==> config.mk <==
export PLATFORM = sky130hd
export DESIGN_NAME = idecode_flat
export DESIGN_NICKNAME = d
export VERILOG_FILES = /design/src/rtl/riscv_defs.sv /design/src/rtl/idecode_if.sv /design/src/rtl/imm_gen.sv /design/src/rtl/idecode.sv /design/src/flat_wrapper.sv
export SDC_FILE = /design/constraint.sdc
export NUM_CORES = 1
export LEC_CHECK = 0
export CORE_MARGIN = 5
export CORE_UTILIZATION = 40
export CTS_CLUSTER_SIZE = 25
export DETAILED_ROUTE_END_ITERATION = 16
export PLACE_DENSITY = 0.75
export SETUP_SLACK_MARGIN = 0.4
export SYNTH_ARGS = -nofsm -noshare
export SYNTH_HDL_FRONTEND = slang
export SYNTH_SLANG_ARGS = --single-unit
==> constraint.sdc <==
create_clock -name i_clock -period 2.36 [get_ports i_clock]
set_input_delay 0.472 -clock i_clock [delete_from_list [all_inputs] [get_ports i_clock]]
set_output_delay 0.472 -clock i_clock [all_outputs]
set_load 0.005 [all_outputs]
==> src/rtl/riscv_defs.sv <==
// Shared RV32I decode definitions: opcodes, immediate formats, NOP.
package riscv_defs;

    typedef enum logic [6:0] {
        OPC_LOAD   = 7'h03,
        OPC_OP_IMM = 7'h13,
        OPC_AUIPC  = 7'h17,
        OPC_STORE  = 7'h23,
        OPC_OP     = 7'h33,
        OPC_LUI    = 7'h37,
        OPC_BRANCH = 7'h63,
        OPC_JALR   = 7'h67,
        OPC_JAL    = 7'h6F
    } opcode_t;

    typedef enum logic [2:0] {
        IMM_I,
        IMM_S,
        IMM_B,
        IMM_U,
        IMM_J,
        IMM_NONE
    } imm_type_t;

    localparam logic [31:0] NOP_INSTR = 32'h0000_0013;

endpackage

==> src/rtl/idecode_if.sv <==
// Fetch/EX facing signal bundle of the decode stage.
interface idecode_if #(
    parameter int NB_WORD = 32,
    parameter int NB_ADDR = 32,
    parameter int NB_REG  = 5
);
    logic [NB_WORD-1:0] i_instruction;
    logic [NB_ADDR-1:0] i_pc;
    logic               i_flush;
    logic               i_ex_mem_read;
    logic [NB_REG-1:0]  i_ex_rd;
    logic               o_hazard_detected;
    logic               o_valid;
    logic [NB_ADDR-1:0] o_pc;
    logic [NB_REG-1:0]  o_rs1;
    logic [NB_REG-1:0]  o_rs2;
    logic [NB_REG-1:0]  o_rd;
    logic [2:0]         o_funct3;
    logic               o_funct7b5;
    logic [NB_WORD-1:0] o_imm;
    logic               o_reg_write;
    logic               o_mem_read;
    logic               o_mem_write;
    logic               o_branch;
    logic               o_jump;
    logic               o_alu_src;
    logic               o_illegal;

    modport master (
        output i_instruction, i_pc, i_flush, i_ex_mem_read, i_ex_rd,
        input  o_hazard_detected, o_valid, o_pc, o_rs1, o_rs2, o_rd,
        input  o_funct3, o_funct7b5, o_imm, o_reg_write, o_mem_read,
        input  o_mem_write, o_branch, o_jump, o_alu_src, o_illegal
    );

    modport slave (
        input  i_instruction, i_pc, i_flush, i_ex_mem_read, i_ex_rd,
        output o_hazard_detected, o_valid, o_pc, o_rs1, o_rs2, o_rd,
        output o_funct3, o_funct7b5, o_imm, o_reg_write, o_mem_read,
        output o_mem_write, o_branch, o_jump, o_alu_src, o_illegal
    );
endinterface

==> src/rtl/imm_gen.sv <==
// RV32I immediate generator; instr[6:0] is not needed so it is not taken.
module imm_gen
    import riscv_defs::*;
(
    input  logic [31:7] i_instr,
    input  imm_type_t   i_type,
    output logic [31:0] o_imm
);
    always_comb begin
        o_imm = '0;
        unique case (i_type)
            IMM_I: o_imm = {{20{i_instr[31]}}, i_instr[31:20]};
            IMM_S: o_imm = {{20{i_instr[31]}}, i_instr[31:25],
                            i_instr[11:7]};
            IMM_B: o_imm = {{19{i_instr[31]}}, i_instr[31], i_instr[7],
                            i_instr[30:25], i_instr[11:8], 1'b0};
            IMM_U: o_imm = {i_instr[31:12], 12'b0};
            IMM_J: o_imm = {{11{i_instr[31]}}, i_instr[31],
                            i_instr[19:12], i_instr[20],
                            i_instr[30:21], 1'b0};
            default: o_imm = '0;
        endcase
    end
endmodule

==> src/rtl/idecode.sv <==
// Decode stage: IF/ID register, RV32I control decode, load-use detect.
module idecode
    import riscv_defs::*;
#(
    parameter int NB_WORD = 32,
    parameter int NB_ADDR = 32,
    parameter int NB_REG  = 5
) (
    input  logic  i_clock,
    input  logic  i_reset,
    idecode_if.slave bus
);
    logic [NB_WORD-1:0] ir_q, ir_d;
    logic [NB_ADDR-1:0] pc_q, pc_d;
    logic               valid_q, valid_d;

    logic [6:0]        opcode;
    logic [NB_REG-1:0] rs1, rs2, rd;
    imm_type_t         imm_type;
    logic uses_rs1, uses_rs2, illegal_op;
    logic reg_write, mem_read, mem_write, branch, jump, alu_src;
    logic hazard, live;

    assign opcode = ir_q[6:0];
    assign rs1    = ir_q[19:15];
    assign rs2    = ir_q[24:20];
    assign rd     = ir_q[11:7];

    always_comb begin
        reg_write  = 1'b0;
        mem_read   = 1'b0;
        mem_write  = 1'b0;
        branch     = 1'b0;
        jump       = 1'b0;
        alu_src    = 1'b0;
        uses_rs1   = 1'b0;
        uses_rs2   = 1'b0;
        illegal_op = 1'b0;
        imm_type   = IMM_NONE;
        unique case (opcode)
            OPC_OP: begin
                reg_write = 1'b1;
                uses_rs1  = 1'b1;
                uses_rs2  = 1'b1;
            end
            OPC_OP_IMM: begin
                reg_write = 1'b1;
                alu_src   = 1'b1;
                uses_rs1  = 1'b1;
                imm_type  = IMM_I;
            end
            OPC_LOAD: begin
                reg_write = 1'b1;
                mem_read  = 1'b1;
                alu_src   = 1'b1;
                uses_rs1  = 1'b1;
                imm_type  = IMM_I;
            end
            OPC_STORE: begin
                mem_write = 1'b1;
                alu_src   = 1'b1;
                uses_rs1  = 1'b1;
                uses_rs2  = 1'b1;
                imm_type  = IMM_S;
            end
            OPC_BRANCH: begin
                branch   = 1'b1;
                uses_rs1 = 1'b1;
                uses_rs2 = 1'b1;
                imm_type = IMM_B;
            end
            OPC_JAL: begin
                jump      = 1'b1;
                reg_write = 1'b1;
                imm_type  = IMM_J;
            end
            OPC_JALR: begin
                jump      = 1'b1;
                reg_write = 1'b1;
                alu_src   = 1'b1;
                uses_rs1  = 1'b1;
                imm_type  = IMM_I;
            end
            OPC_LUI, OPC_AUIPC: begin
                reg_write = 1'b1;
                alu_src   = 1'b1;
                imm_type  = IMM_U;
            end
            default: illegal_op = 1'b1;
        endcase
    end

    // Flush masks the stall: fetch ignores the branch while frozen.
    assign hazard = valid_q & bus.i_ex_mem_read
                  & (bus.i_ex_rd != '0)
                  & ((uses_rs1 & (rs1 == bus.i_ex_rd))
                   | (uses_rs2 & (rs2 == bus.i_ex_rd)))
                  & ~bus.i_flush;

    always_comb begin
        ir_d    = ir_q;
        pc_d    = pc_q;
        valid_d = valid_q;
        if (bus.i_flush) begin
            ir_d    = NOP_INSTR;
            valid_d = 1'b0;
        end else if (!hazard) begin
            ir_d    = bus.i_instruction;
            pc_d    = bus.i_pc;
            valid_d = 1'b1;
        end
    end

    always_ff @(posedge i_clock or posedge i_reset) begin
        if (i_reset) begin
            ir_q    <= NOP_INSTR;
            pc_q    <= '0;
            valid_q <= 1'b0;
        end else begin
            ir_q    <= ir_d;
            pc_q    <= pc_d;
            valid_q <= valid_d;
        end
    end

    imm_gen u_imm_gen (
        .i_instr (ir_q[31:7]),
        .i_type  (imm_type),
        .o_imm   (bus.o_imm)
    );

    assign live = valid_q & ~hazard;

    assign bus.o_hazard_detected = hazard;
    assign bus.o_valid     = live;
    assign bus.o_pc        = pc_q;
    assign bus.o_rs1       = rs1;
    assign bus.o_rs2       = rs2;
    assign bus.o_rd        = rd;
    assign bus.o_funct3    = ir_q[14:12];
    assign bus.o_funct7b5  = ir_q[30];
    assign bus.o_reg_write = live & reg_write;
    assign bus.o_mem_read  = live & mem_read;
    assign bus.o_mem_write = live & mem_write;
    assign bus.o_branch    = live & branch;
    assign bus.o_jump      = live & jump;
    assign bus.o_alu_src   = live & alu_src;
    assign bus.o_illegal   = valid_q & illegal_op;
endmodule

==> src/flat_wrapper.sv <==
// flat-port wrapper written by rule: the top's interface ports become plain ports
module idecode_flat import riscv_defs::*;
#(
    parameter int NB_WORD = 32,
    parameter int NB_ADDR = 32,
    parameter int NB_REG  = 5
)
  (i_clock, i_reset, bus_i_instruction, bus_i_pc, bus_i_flush, bus_i_ex_mem_read, bus_i_ex_rd, bus_o_hazard_detected, bus_o_valid, bus_o_pc, bus_o_rs1, bus_o_rs2, bus_o_rd, bus_o_funct3, bus_o_funct7b5, bus_o_imm, bus_o_reg_write, bus_o_mem_read, bus_o_mem_write, bus_o_branch, bus_o_jump, bus_o_alu_src, bus_o_illegal);
  idecode_if #(.NB_WORD(NB_WORD), .NB_ADDR(NB_ADDR), .NB_REG(NB_REG)) bus_i ();
  input  logic i_clock;
  input  logic i_reset;
  input wire logic [$bits(bus_i.i_instruction)-1:0] bus_i_instruction;
  input wire logic [$bits(bus_i.i_pc)-1:0] bus_i_pc;
  input wire logic [$bits(bus_i.i_flush)-1:0] bus_i_flush;
  input wire logic [$bits(bus_i.i_ex_mem_read)-1:0] bus_i_ex_mem_read;
  input wire logic [$bits(bus_i.i_ex_rd)-1:0] bus_i_ex_rd;
  output wire logic [$bits(bus_i.o_hazard_detected)-1:0] bus_o_hazard_detected;
  output wire logic [$bits(bus_i.o_valid)-1:0] bus_o_valid;
  output wire logic [$bits(bus_i.o_pc)-1:0] bus_o_pc;
  output wire logic [$bits(bus_i.o_rs1)-1:0] bus_o_rs1;
  output wire logic [$bits(bus_i.o_rs2)-1:0] bus_o_rs2;
  output wire logic [$bits(bus_i.o_rd)-1:0] bus_o_rd;
  output wire logic [$bits(bus_i.o_funct3)-1:0] bus_o_funct3;
  output wire logic [$bits(bus_i.o_funct7b5)-1:0] bus_o_funct7b5;
  output wire logic [$bits(bus_i.o_imm)-1:0] bus_o_imm;
  output wire logic [$bits(bus_i.o_reg_write)-1:0] bus_o_reg_write;
  output wire logic [$bits(bus_i.o_mem_read)-1:0] bus_o_mem_read;
  output wire logic [$bits(bus_i.o_mem_write)-1:0] bus_o_mem_write;
  output wire logic [$bits(bus_i.o_branch)-1:0] bus_o_branch;
  output wire logic [$bits(bus_i.o_jump)-1:0] bus_o_jump;
  output wire logic [$bits(bus_i.o_alu_src)-1:0] bus_o_alu_src;
  output wire logic [$bits(bus_i.o_illegal)-1:0] bus_o_illegal;
  assign bus_i.i_instruction = bus_i_instruction;
  assign bus_i.i_pc = bus_i_pc;
  assign bus_i.i_flush = bus_i_flush;
  assign bus_i.i_ex_mem_read = bus_i_ex_mem_read;
  assign bus_i.i_ex_rd = bus_i_ex_rd;
  assign bus_o_hazard_detected = bus_i.o_hazard_detected;
  assign bus_o_valid = bus_i.o_valid;
  assign bus_o_pc = bus_i.o_pc;
  assign bus_o_rs1 = bus_i.o_rs1;
  assign bus_o_rs2 = bus_i.o_rs2;
  assign bus_o_rd = bus_i.o_rd;
  assign bus_o_funct3 = bus_i.o_funct3;
  assign bus_o_funct7b5 = bus_i.o_funct7b5;
  assign bus_o_imm = bus_i.o_imm;
  assign bus_o_reg_write = bus_i.o_reg_write;
  assign bus_o_mem_read = bus_i.o_mem_read;
  assign bus_o_mem_write = bus_i.o_mem_write;
  assign bus_o_branch = bus_i.o_branch;
  assign bus_o_jump = bus_i.o_jump;
  assign bus_o_alu_src = bus_i.o_alu_src;
  assign bus_o_illegal = bus_i.o_illegal;
  idecode #(.NB_WORD(NB_WORD), .NB_ADDR(NB_ADDR), .NB_REG(NB_REG)) u_core (.i_clock(i_clock), .i_reset(i_reset), .bus(bus_i));
endmodule
==> flow_summary.yaml <==
status:
  status: "finished with violations"
  failed_checks: "setup timing"
layout:
  fin_cells: 896
  final_util_pct: 76.58
  fill_cells: 594
  finalInstanceArea_mm2: 0.007764
  antenna_cells: 0
  drive_gt1_share_pct: 37.63
  syn2layout_area_growth_pct: 89.47
  final_common_cell: "clkdlybuf4s50_1"
  layout.nets: 828
  most-common-layout-cells: "clkdlybuf4s50_1, nand2_1, buf_4, buf_6, dfrtp_1"
clock_network:
  cts.sinks: 65
  root_buffer: "clkbuf_8"
  clkLatencyLatePin_ps: 370
  cts_buffers: 9
  htreeDepth: 3
  cts.path.max_buffers: 2
  clk_pin_slew_ps: 90
  cts_tree: "yes"
power:
  power_w: 0.003468
  p_leak_nw: 3.606
  ir_worst_vdd_v: 0.0002705
  power.density_mw_per_mm2: 446.7
route:
  drc: 0
  first_pass_iters: 6
  drtIter0Drc: 529
  wl_per_cell_um: 22.90
  ant_nets: 0
  wl_mm: 20.52
  viasPerCell: 6.010
  via_count: 5385
floorplan:
  start_util_pct: 40.42
  core_mm2: 0.01014
  num_rows: 37
  fp.dieH_um: 111.2
  die_x_um: 111.2
  ios: 165
  die-area_mm2: 0.01237
worst_setup_path:
  crit_chain: "xnor2_1 > nand2_1 > buf_4 > buf_6 > buf_6 > buf_6 > buf_6 > buf_6 > buf_6 > buf_6 > buf_6 > buf_6 > nor4_4 > buf_6 > buf_12 > buf_12 > o2111ai_2 > o311ai_1"
  start_kind: "flop"
  crit_top_cell: "buf_6"
  crit_family: "buffers and inverters"
  critPathKind: "reg -> reg"
  required_ps: 2610
  crit_fanout: 8
  cp.arrival_ps: 3150
  end_kind: "flop"
  crit_slowest_cell: "dfrtp_1"
  reg2reg_from: "u_core.ir_q[22]"
  crit_start: "u_core.ir_q[22]"
  critical_path_buf_inv_count: 13
  critPathMaxStageDelay_ps: 400
run:
  max_cap_violations: 0
sta:
  setup_viol: 105
  whs_ps: 526.7
  rsz0062_at_grt: "yes"
  worst_slew_pin_slew_ps: 712.8
  max-slew-margin-rel_pct: 52.48
  period_minus_slack_ps: 2897
  fin_crit_sh_pct: 122.7
  max_freq_mhz: 345.2
  finalHoldViolCount: 0
  skew_ps: 18.98
  drv_slew: 0
  setup_ws_ps: -536.9
synth:
  synth-seq-area-share_pct: 39.79
  synth_edf_count: 0
  ys_warn_count: 0
  avgSynthCellArea_um2: 8.261
  ys_seq_elements: 65
  syn_nets: 569
  synth_cell_types: 39
  syn_inst: 496
  async_flop_share_pct: 100.0
  synthesis.area_mm2: 0.004098
  ys.flop_type: "dfrtp_1"
grt:
  grt_first_pass_wirelength_mm: 27.95
  grt_antenna_before_repair: 0
  grt-ovfl-total: 0
  grt.total_usage_pct: 28.17
  grt_max_degree: 71
  grt_pass1_vias: 5180
placed_design:
  place_area_mm2: 0.006161
  io_buffer_count: 164
  dpl.cell_count: 798
  dp_hpwl_mm: 9.707
  place_congestion: 0.8582
min_path:
  min_from: "u_core.bus.o_pc[21]"
  hp-class: "reg -> reg"
per-layer routing:
| layer | track usage, % | up-vias | share of wire, % |
|---|---|---|---|
| li1 | - | 2231 | - |
| met1 | 33.17 | 2569 | 36 |
| met2 | 46.52 | 431 | 47 |
| met3 | 6.823 | 154 | 9.5 |
| met4 | 16.55 | 0 | 7.4 |
| met5 | 0 | - | 0 |
power by group:
| group | internal [W] | switching, W |
|---|---|---|
| Combinational | 0.000526 | 0.000417 |
| Clock | 0.000713 | 0.000528 |
| Sequential | 0.00119 | 0.0000885 |
through the flow:
step                      setup slack (ps)  setup TNS, ps
final                               -536.9         -29260
after CTS                           -389.9         -12460
after global placement              -753.9         -25240
after floorplan                      210.4              0
after detailed placement            -820.8         -32190
after global routing                -602.1         -34440
tightest hold or removal path: cells and delay by family (launching register included):
kind             cells  cell delay [ps]
flip-flops           1              370
AO/OA/AOI/OAI        1               70
AND/OR/NAND/NOR      1               50
timing repair:
item	in CTS	in global routing
buffers inserted	52	17
setup endpoints to repair	105	106
hold buffers	0	0
pin swaps	66	24
gates cloned	9	4
gates resized for setup	332	51
final timing paths:
kind,to,slack [ps],depth (start not counted)
setup reg to reg,u_core.bus.o_pc[10],-540,18
hold reg to reg,u_core.bus.o_pc[21],530,2
setup / recovery,u_core.bus.o_pc[10],-540,18
min in group asynchronous,u_core.ir_q[13],550,3
max in group asynchronous,u_core.ir_q[0],1470,3
hold / removal,u_core.bus.o_pc[21],530,2
area by class of cell:
class	instances	area, um2	area share (%)
Clock inverter	7	125.1	1.612
Sequential cell	65	1630	21.00
Tap cell	136	170.2	2.192
Multi-Input combinational cell	336	2452	31.59
Inverter	37	142.6	1.837
Clock buffer	9	123.9	1.595
Timing Repair Buffer	306	3119	40.18
cell usage after synthesis (6+ instances only):
library cell / instances / area [um2]
nand2_1: 101 / 379.1
dfrtp_1: 62 / 1551
inv_1: 37 / 138.9
nor2_1: 34 / 127.6
o311ai_0: 30 / 262.8
mux2i_1: 29 / 290.3
clkbuf_1: 28 / 105.1
nand3_1: 26 / 130.1
o21ai_0: 25 / 125.1
a21o_1: 19 / 142.6
buf_4: 18 / 135.1
o2111ai_1: 13 / 113.9
and2_1: 8 / 50.05
a21oi_1: 6 / 30.03
nor4_1: 6 / 37.54
state kept, by name (all words and copies together), names as in the netlist:
| signal | cells |
|---|---|
| u_core.ir_q | 32 |
| u_core.bus.o_pc | 32 |
| u_core.valid_q | 1 |
logic make-up (layout without fill, tap and decap cells):
| logic type | count (synthesis) | in the layout | synth area share [%] |
|---|---|---|---|
| buffers and inverters | 96 | 359 | 11.21 |
| AND/OR/NAND/NOR | 190 | 191 | 20.40 |
| flip-flops | 65 | 65 | 39.79 |
| XOR/XNOR | 10 | 10 | 2.137 |
| AO/OA/AOI/OAI | 106 | 106 | 19.39 |
| multiplexers | 29 | 29 | 7.084 |
Power figures use the tool's default switching activity.
